`config.mk`:
```
export PLATFORM = sky130hd
export DESIGN_NAME = ripple_adder
export DESIGN_NICKNAME = d
export VERILOG_FILES = /design/src/rtl/ripple_adder.sv
export SDC_FILE = /design/constraint.sdc
export NUM_CORES = 1
export LEC_CHECK = 0
export ABC_AREA = 1
export BUFFER_PORTS_ARGS = -buffer_cell sky130_fd_sc_hd__buf_2
export CAP_MARGIN = 20
export CORE_AREA = 10 10 47 49
export CTS_CLUSTER_SIZE = 12
export DETAILED_ROUTE_END_ITERATION = 8
export DIE_AREA = 0 0 57 59
export PLACE_DENSITY = 0.46
export SKIP_LAST_GASP = 1
export SLEW_MARGIN = 30
export SYNTH_ARGS = -nofsm -noshare
export SYNTH_HDL_FRONTEND = slang
export SYNTH_SLANG_ARGS = --single-unit
```
`constraint.sdc`:
```
create_clock -name clk -period 0.8 [get_ports clk]
set_clock_uncertainty 0.05 [all_clocks]
set_input_delay 0.04 -clock clk [delete_from_list [all_inputs] [get_ports clk]]
set_output_delay 0.04 -clock clk [all_outputs]
set_load 0.1 [all_outputs]
```
`src/rtl/ripple_adder.sv`:
```
// Unsigned WIDTH-bit ripple-carry adder built from full-adder cells,
// with sum and carry-out captured in an output register (one clock latency).

module ripple_adder_fa (
    input  logic i_a,
    input  logic i_b,
    input  logic i_c,
    output logic o_s,
    output logic o_c
);
    logic w_p;

    assign w_p = i_a ^ i_b;
    assign o_s = w_p ^ i_c;
    assign o_c = (i_a & i_b) | (i_c & w_p);
endmodule

module ripple_adder #(
    parameter int WIDTH = 4
) (
    input  logic             clk,
    input  logic             reset,
    input  logic [WIDTH-1:0] X,
    input  logic [WIDTH-1:0] Y,
    output logic [WIDTH-1:0] S,
    output logic             Co
);
    logic [WIDTH:0]   w_c;
    logic [WIDTH-1:0] w_s;
    logic [WIDTH-1:0] r_s;
    logic             r_co;

    assign w_c[0] = 1'b0;

    // Carry ripples LSB to MSB; cell i's carry-out feeds cell i+1.
    for (genvar g = 0; g < WIDTH; g++) begin : g_cell
        ripple_adder_fa u_fa (
            .i_a (X[g]),
            .i_b (Y[g]),
            .i_c (w_c[g]),
            .o_s (w_s[g]),
            .o_c (w_c[g+1])
        );
    end

    always_ff @(posedge clk or posedge reset) begin
        if (reset) begin
            r_s  <= '0;
            r_co <= 1'b0;
        end else begin
            r_s  <= w_s;
            r_co <= w_c[WIDTH];
        end
    end

    assign S  = r_s;
    assign Co = r_co;
endmodule

```
==> results.py, run 1 <==
metrics = {
    "sta": {
        "layout_min_cycle_time_ns": 1.32,
        "hold_violations": 1,
        "drv_slew": 0,
        "finalSetupViolCount": 8,
        "rsz0062_at_grt": "yes",
        "finalCritPeriodShare_pct": 165,
        "holdWs_ns": -0.0445,
        "setup_tns_ns": -1.57,
        "relSlewSlack_pct": 88.3,
        "fmax_mhz": 759,
        "worst_slack_ns": -0.518,
        "worst_pin_slew_ns": 0.175,
    },
    "clocking": {
        "cts_buffers": 3,
        "cts_hold_buf": 1,
        "htreeDepth": 1,
        "ctsLongestPathBuffers": 2,
        "cts_setup_buffers": 0,
        "cts_root_buf": "clkbuf_4",
        "clk_pin_slew_ns": 0.05,
        "cts_tree": "yes",
        "cts_sinks": 5,
    },
    "die": {
        "start_util_pct": 15.7,
        "core_area_sq_um": 1400,
        "rows": 14,
        "die_h_um": 59,
        "io_pins": 15,
        "die-width_um": 57,
        "die_area_sq_um": 3360,
    },
    "grt": {
        "first_global_vias": 204,
        "overflow": 0,
        "grt_max_degree": 6,
        "grt_pass1_wl_um": 807,
        "antenna_found_initial": 0,
        "grt.total_usage_pct": 3.47,
    },
    "routing": {
        "vias": 169,
        "routedWlPerCell_um": 9.86,
        "firstDrtPassIters": 1,
        "drc": 0,
        "vias_per_cell": 3.38,
        "antenna_left": 0,
        "drtIter0Drc": 0,
        "wl_um": 493,
    },
    "yosys": {
        "syn-mean-instance-area_sq_um": 14.7,
        "synth_top_cell_by_area": "dfrtp_1",
        "ys_seq_area_share_pct": 56.8,
        "ys_ff_latch": 5,
        "synth_top_area_share_pct": 56.8,
        "synth_area_leaders": "dfrtp_1, fa_1, inv_1",
        "syn-cell-area_sq_um": 220,
        "synth_nets": 29,
        "netlist_instances": 15,
        "ys_types": 4,
        "ys_warn_count": 0,
    },
    "final_layout": {
        "nets": 49,
        "fin_util_pct": 32.7,
        "drive_gt1_share_pct": 76.5,
        "regArea_sq_um": 130,
        "n_antenna_cell": 0,
        "fill_cells": 154,
        "multi_input_area_sq_um": 90.1,
        "area_growth_pct": 108,
    },
    "power": {
        "power_leakage_nw": 0.222,
        "ir_drop_mv": 0.596,
        "p_per_area_nw_per_um2": 2480,
    },
    "setup_path": {
        "critPathRequiredTime_ns": 0.94,
        "crit_path_start_kind": "input pin",
        "arrival_ns": 1.46,
        "critical_path_class": "input pin to flip-flop",
        "critPathMaxFanout": 1,
        "end_kind": "flip-flop",
    },
    "worst_hold_path": {
        "hold_path_class": "input pin to flip-flop",
    },
    "outcome": {
        "status": "finished with violations",
        "violations": "hold timing, setup timing",
    },
    "job": {
        "maxCapViolCount": 0,
    },
    "place": {
        "gp_congestion": 0.642,
        "io_buffer_count": 14,
    },
}
==> worst max-delay path: stages <==
cell   delay (ns)
buf_6        0.10
ha_4         0.14
fa_2         0.33
fa_2         0.34
inv_2        0.06
fa_1         0.39
inv_1        0.06
==> cells by family (layout without fill, tap and decap cells) <==
group                      Yosys count  count (layout)  synth area share, %
DFF                                  5               5                 56.8
buffers and inverters                6              25                 10.2
adders and majority gates            4               4                 33.0
==> repair_timing <==
action | 4_1_cts | 5_1_grt
endpoints found under the hold margin | 6 | 1
setup endpoints to repair | 8 | 8
resized for setup | 2 | 0
pin swaps | 4 | 0
gates cloned | 0 | 0
==> cell usage in the layout, fill, tap and decap left out <==
cell and instances:
buf_6 2, clkbuf_4 3, clkinv_2 1, dfrtp_2 4, dlygate4sd3_1 1, dfrtp_1 1
fa_2 2, fa_1 1, inv_2 1, ha_4 1, inv_1 5, buf_12 5
buf_2 7
==> stage by stage <==
stage | power (mW) | area [sq um] | worst slack [ns] | cells
after global routing | 1.19 | 458 | -0.526 | 50
final | 1.14 | 458 | -0.518 | 50
after CTS | 1.16 | 458 | -0.517 | 50
after global placement | 0.842 | 408 | -0.863 | 45
after floorplan | 0.623 | 243 | -0.713 | 15
after detailed placement | 0.848 | 408 | -0.872 | 45
==> worst paths after layout <==
| path | startpoint | to | slack [ns] | cells after the start |
|---|---|---|---|---|
| max in group asynchronous | reset | S[1] | 0.34 | 3 |
| max | Y[0] | S[3] | -0.52 | 7 |
| min in group asynchronous | reset | S[3] | 0.18 | 3 |
| min | X[0] | S[0] | -0.04 | 2 |
==> sequential cells by signal, summed over array words and instances (netlist names) <==
signal,cells
Co,1
S,4
==> cells in the mapped netlist <==
library cell and count:
fa_1 3, ha_1 1, dfrtp_1 5, inv_1 6
==> power by group <==
part	internal, mW	switching [mW]
Clock	0.181	0.111
Combinational	0.188	0.330
Sequential	0.296	0.0303
==> per-layer routing <==
| metal | wire, um | GRT usage, % |
|---|---|---|
| met4 | 19 | 5.03 |
| met5 | 0 | 0 |
| met3 | 93 | 3.65 |
| met2 | 211 | 4.50 |
| met1 | 169 | 2.29 |
==> final cells by class <==
class                           count  area share (%)
Multi-Input combinational cell      4            19.7
Sequential cell                     5            28.4
Clock inverter                      1            1.09
Tap cell                           16            4.37
Clock buffer                        3            4.92
Inverter                            6            4.92
Timing Repair Buffer               15            36.6
No activity file was read; power rests on OpenSTA's default activity.
==> inputs of run 2 (changes only) <==
- PLACE_DENSITY: 0.46 -> 0.38
- REMOVE_ABC_BUFFERS: not set -> 1
==> results.py, run 2 (synthesized netlist as in run 1, its figures left out) <==
metrics = {
    "die": {
        "die_area_sq_um": 3360,
        "core_area_sq_um": 1400,
        "io_pins": 15,
        "rows": 14,
        "die-width_um": 57,
        "die_h_um": 59,
        "start_util_pct": 15.7,
    },
    "setup_path": {
        "end_kind": "flip-flop",
        "worst-path-buf-inv": 3,
        "critPathMaxFanout": 1,
        "worstPathCellList": "buf_6 -> ha_4 -> fa_2 -> fa_2 -> inv_2 -> fa_2 -> inv_1",
        "cpPeakStageDelay_ns": 0.41,
        "crit_path_start_kind": "input pin",
        "crit_slowest_cell": "fa_2",
        "crit_path_frequent_cell": "fa_2",
        "critPathRequiredTime_ns": 0.93,
        "arrival_ns": 1.48,
        "cp_top_family": "adder cells",
        "critical_path_class": "input pin to flip-flop",
    },
    "clocking": {
        "cts_root_buf": "clkbuf_4",
        "cts_sinks": 5,
        "cts_tree": "yes",
        "htreeDepth": 1,
        "clk_pin_slew_ns": 0.04,
        "cts_hold_buf": 1,
        "ctsLongestPathBuffers": 2,
        "cts_buffers": 3,
        "cts_setup_buffers": 0,
    },
    "outcome": {
        "violations": "hold timing, setup timing",
        "status": "finished with violations",
    },
    "worst_hold_path": {
        "hold_path_class": "input pin to flip-flop",
    },
    "final_layout": {
        "nets": 49,
        "area_growth_pct": 106,
        "fin_cells": 50,
        "layout_commonest_cell": "buf_2",
        "final_cell_mix": "buf_2, dfrtp_1, inv_1, buf_12",
        "n_antenna_cell": 0,
        "drive_gt1_share_pct": 64.7,
        "fill_cells": 144,
        "largest_register_ffs": 4,
    },
    "sta": {
        "layout_min_cycle_time_ns": 1.36,
        "drv_slew": 0,
        "worst_pin_slew_ns": 0.181,
        "fmax_mhz": 736,
        "holdWs_ns": -0.0349,
        "hold_violations": 1,
        "worst_slack_ns": -0.558,
        "finalSetupViolCount": 8,
        "rsz0062_at_grt": "yes",
        "finalCritPeriodShare_pct": 170,
        "relSlewSlack_pct": 88.0,
    },
    "power": {
        "p_clk_share_pct": 25.2,
        "power_leakage_nw": 0.223,
        "power_frac_seq_pct": 28.6,
        "power.internal_uw": 667,
        "p_sw_share_pct": 40.4,
        "ir_drop_mv": 0.641,
        "p_per_area_nw_per_um2": 2470,
        "p_comb_share_pct": 46.2,
        "switchingPower_uw": 453,
    },
    "routing": {
        "vias_per_cell": 3.20,
        "firstDrtPassIters": 3,
        "drc": 0,
        "routedWlPerCell_um": 9.68,
        "wl_um": 484,
        "drtIter0Drc": 1,
        "vias": 160,
        "antenna_left": 0,
    },
    "place": {
        "io_buffer_count": 14,
        "gp_congestion": 0.572,
        "dp_cells": 45,
    },
    "grt": {
        "grt_max_degree": 6,
        "overflow": 0,
        "first_global_vias": 187,
        "antenna_found_initial": 0,
        "grt_pass1_wl_um": 731,
        "grt.total_usage_pct": 3.21,
    },
    "job": {
        "maxCapViolCount": 0,
    },
}
[run 2: power groups by stage]
stage	registers, mW	clock network, mW	logic, mW
after floorplan	0.575	0	0.0350
after global placement	0.324	0	0.501
after detailed placement	0.325	0	0.502
after CTS	0.321	0.295	0.524
after global routing	0.321	0.306	0.538
final	0.320	0.282	0.518
[run 2: area by class of cell]
cell class / instances / area (sq um) / share of cell area [%]
repair buffers: 15 / 168 / 36.9
clock buffers: 4 / 26.3 / 5.79
inverters: 6 / 22.5 / 4.96
flip-flops and latches: 5 / 125 / 27.5
multi-input cells: 4 / 92.6 / 20.4
well taps: 16 / 20.0 / 4.41
[run 2: final timing paths]
| path | slack [ns] | start | to | cells after the start |
|---|---|---|---|---|
| max in group asynchronous | 0.34 | reset | Co | 3 |
| worst max-delay path | -0.56 | X[0] | S[3] | 7 |
| worst min-delay path | -0.03 | Y[0] | S[0] | 2 |
| min in group asynchronous | 0.19 | reset | S[2] | 3 |
[run 2: routing by layer]
metal | vias to the layer above | routed length [um] | global-route usage (%)
li1 | 77 | - | -
met5 | - | 0 | 0
met2 | 12 | 225 | 3.57
met4 | 0 | 31 | 7.05
met1 | 67 | 175 | 2.40
met3 | 4 | 51 | 2.15
[run 2: per-stage QoR]
stage | area, sq um | setup TNS [ns] | util (%) | setup slack [ns] | power [mW]
2_1_floorplan | 220 | -2.62 | - | -0.777 | 0.610
3_3_place_gp | 385 | -2.30 | 27.5 | -0.923 | 0.824
3_5_place_dp | 385 | -2.37 | 27.5 | -0.935 | 0.827
4_1_cts | 454 | -1.66 | 32.4 | -0.577 | 1.14
5_1_grt | 454 | -1.70 | 32.4 | -0.584 | 1.17
6_report | 454 | -1.55 | 32.4 | -0.558 | 1.12
[run 2: timing repair]
item	4_1_cts	5_1_grt
resized for setup	8	0
endpoints found under the setup margin	8	8
pin swaps	1	1
endpoints found under the hold margin	6	1
==> inputs of run 3 (changes only) <==
--- a/config.mk
+++ b/config.mk
@@ -13,5 +13,5 @@
 export DETAILED_ROUTE_END_ITERATION = 8
 export DIE_AREA = 0 0 57 59
-export PLACE_DENSITY = 0.38
+export PLACE_DENSITY = 0.39
 export REMOVE_ABC_BUFFERS = 1
 export SKIP_LAST_GASP = 1
--- a/constraint.sdc
+++ b/constraint.sdc
@@ -3,3 +3,3 @@
 set_input_delay 0.04 -clock clk [delete_from_list [all_inputs] [get_ports clk]]
 set_output_delay 0.04 -clock clk [all_outputs]
-set_load 0.1 [all_outputs]
+set_load 0.005 [all_outputs]
==> results.py, run 3 (synthesized netlist as in run 1, its figures left out) <==
metrics = {
    "final_layout": {
        "largest_register_ffs": 4,
        "fill_cells": 167,
        "final_cell_mix": "buf_2, dfrtp_1, inv_1, fa_2, clkbuf_4",
        "nets": 49,
        "drive_gt1_share_pct": 64.7,
        "layout_commonest_cell": "buf_2",
        "fin_cells": 50,
        "area_growth_pct": 72.2,
        "n_antenna_cell": 0,
    },
    "die": {
        "die_h_um": 59,
        "start_util_pct": 15.7,
        "rows": 14,
        "core_area_sq_um": 1400,
        "die-width_um": 57,
        "die_area_sq_um": 3360,
        "io_pins": 15,
    },
    "routing": {
        "drtIter0Drc": 0,
        "vias_per_cell": 3.12,
        "routedWlPerCell_um": 9.58,
        "antenna_left": 0,
        "drc": 0,
        "firstDrtPassIters": 1,
        "vias": 156,
        "wl_um": 479,
    },
    "clocking": {
        "clk_pin_slew_ns": 0.04,
        "cts_setup_buffers": 0,
        "cts_hold_buf": 1,
        "cts_tree": "yes",
        "cts_sinks": 5,
        "cts_root_buf": "clkbuf_4",
        "ctsLongestPathBuffers": 2,
        "htreeDepth": 1,
        "cts_buffers": 3,
    },
    "power": {
        "p_comb_share_pct": 18.6,
        "power.internal_uw": 550,
        "power_leakage_nw": 0.196,
        "p_clk_share_pct": 39.9,
        "ir_drop_mv": 0.431,
        "switchingPower_uw": 162,
        "p_per_area_nw_per_um2": 1880,
        "power_frac_seq_pct": 41.5,
        "p_sw_share_pct": 22.8,
    },
    "sta": {
        "worst_pin_slew_ns": 0.173,
        "setup_tns_ns": -1.18,
        "finalSetupViolCount": 3,
        "rsz0062_at_grt": "yes",
        "fmax_mhz": 723,
        "worst_slack_ns": -0.583,
        "hold_violations": 1,
        "layout_min_cycle_time_ns": 1.38,
        "relSlewSlack_pct": 88.4,
        "finalCritPeriodShare_pct": 173,
        "drv_slew": 0,
        "holdWs_ns": -0.0368,
    },
    "grt": {
        "grt_pass1_wl_um": 876,
        "overflow": 0,
        "grt.total_usage_pct": 4.00,
        "first_global_vias": 215,
        "antenna_found_initial": 0,
        "grt_max_degree": 6,
    },
    "worst_hold_path": {
        "holdPathStages": 2,
        "hold_path_class": "input pin to flip-flop",
        "min_to": "S[0]",
        "holdCritStartpoint": "Y[0]",
    },
    "setup_path": {
        "end_kind": "flip-flop",
        "critical_path_class": "input pin to flip-flop",
        "crit_path_start_kind": "input pin",
        "arrival_ns": 1.51,
        "critPathMaxFanout": 1,
        "critPathRequiredTime_ns": 0.93,
    },
    "job": {
        "maxCapViolCount": 0,
    },
    "outcome": {
        "violations": "hold timing, setup timing",
        "status": "finished with violations",
    },
    "place": {
        "io_buffer_count": 14,
        "dp_cells": 45,
        "gp_congestion": 0.615,
        "dpl_worst_slack_ns": -0.950,
    },
}
[run 3: cell counts in the layout (fill, tap and decap cells not counted)]
No cell type changed its count.
[run 3: power by group through the flow]
stage	sequential, mW	combinational, mW	clock (mW)
after floorplan	0.308	0.0350	0
after global placement	0.300	0.114	0
after detailed placement	0.300	0.118	0
after CTS	0.296	0.140	0.303
after global routing	0.298	0.160	0.330
final	0.296	0.133	0.284
[run 3: layout make-up]
type                            count  area [sq um]  area share (%)
Clock buffer                        4          26.3            6.93
Tap cell                           16          20.0            5.28
Multi-Input combinational cell      4          92.6            24.4
Sequential cell                     5           125            33.0
Inverter                            6          22.5            5.94
Timing Repair Buffer               15          92.6            24.4
[run 3: stage by stage]
stage	power [mW]	cell area, sq um	util (%)
detailed placement	0.418	310	22.1
finish	0.713	379	27.1
global placement	0.414	310	22.1
CTS	0.738	379	27.1
floorplan	0.343	220	-
global route	0.788	379	27.1
[run 3: what timing repair did]
| action | 4_1_cts | 5_1_grt |
|---|---|---|
| resized for setup | 8 | 0 |
| setup endpoints to repair | 8 | 8 |
| endpoints found under the hold margin | 6 | 1 |
| pin swaps | 1 | 0 |
[run 3: per-layer routing]
layer / global-route usage [%] / part of all wire [%] / routed length [um]
met3: 2.79 / 7.5 / 36
met2: 4.03 / 44 / 211
met5: 0 / 0 / 0
met4: 8.05 / 5.6 / 27
met1: 3.49 / 43 / 204
[run 3: worst max path at each step]
stage / startpoint / depth (start not counted) / slack, ns / end
2_1_floorplan: X[0] / 6 / -0.78 / S[3]
3_3_place_gp: X[0] / 7 / -0.93 / S[3]
3_5_place_dp: X[0] / 7 / -0.95 / S[3]
4_1_cts: X[0] / 7 / -0.58 / S[3]
5_1_grt: X[0] / 7 / -0.62 / S[3]
6_report: X[0] / 7 / -0.58 / S[3]
[run 3: worst max-delay path: stages]
cell and delay, ns:
buf_6 0.10, ha_4 0.15, fa_2 0.35, fa_2 0.34
inv_2 0.06, fa_2 0.41, inv_1 0.06
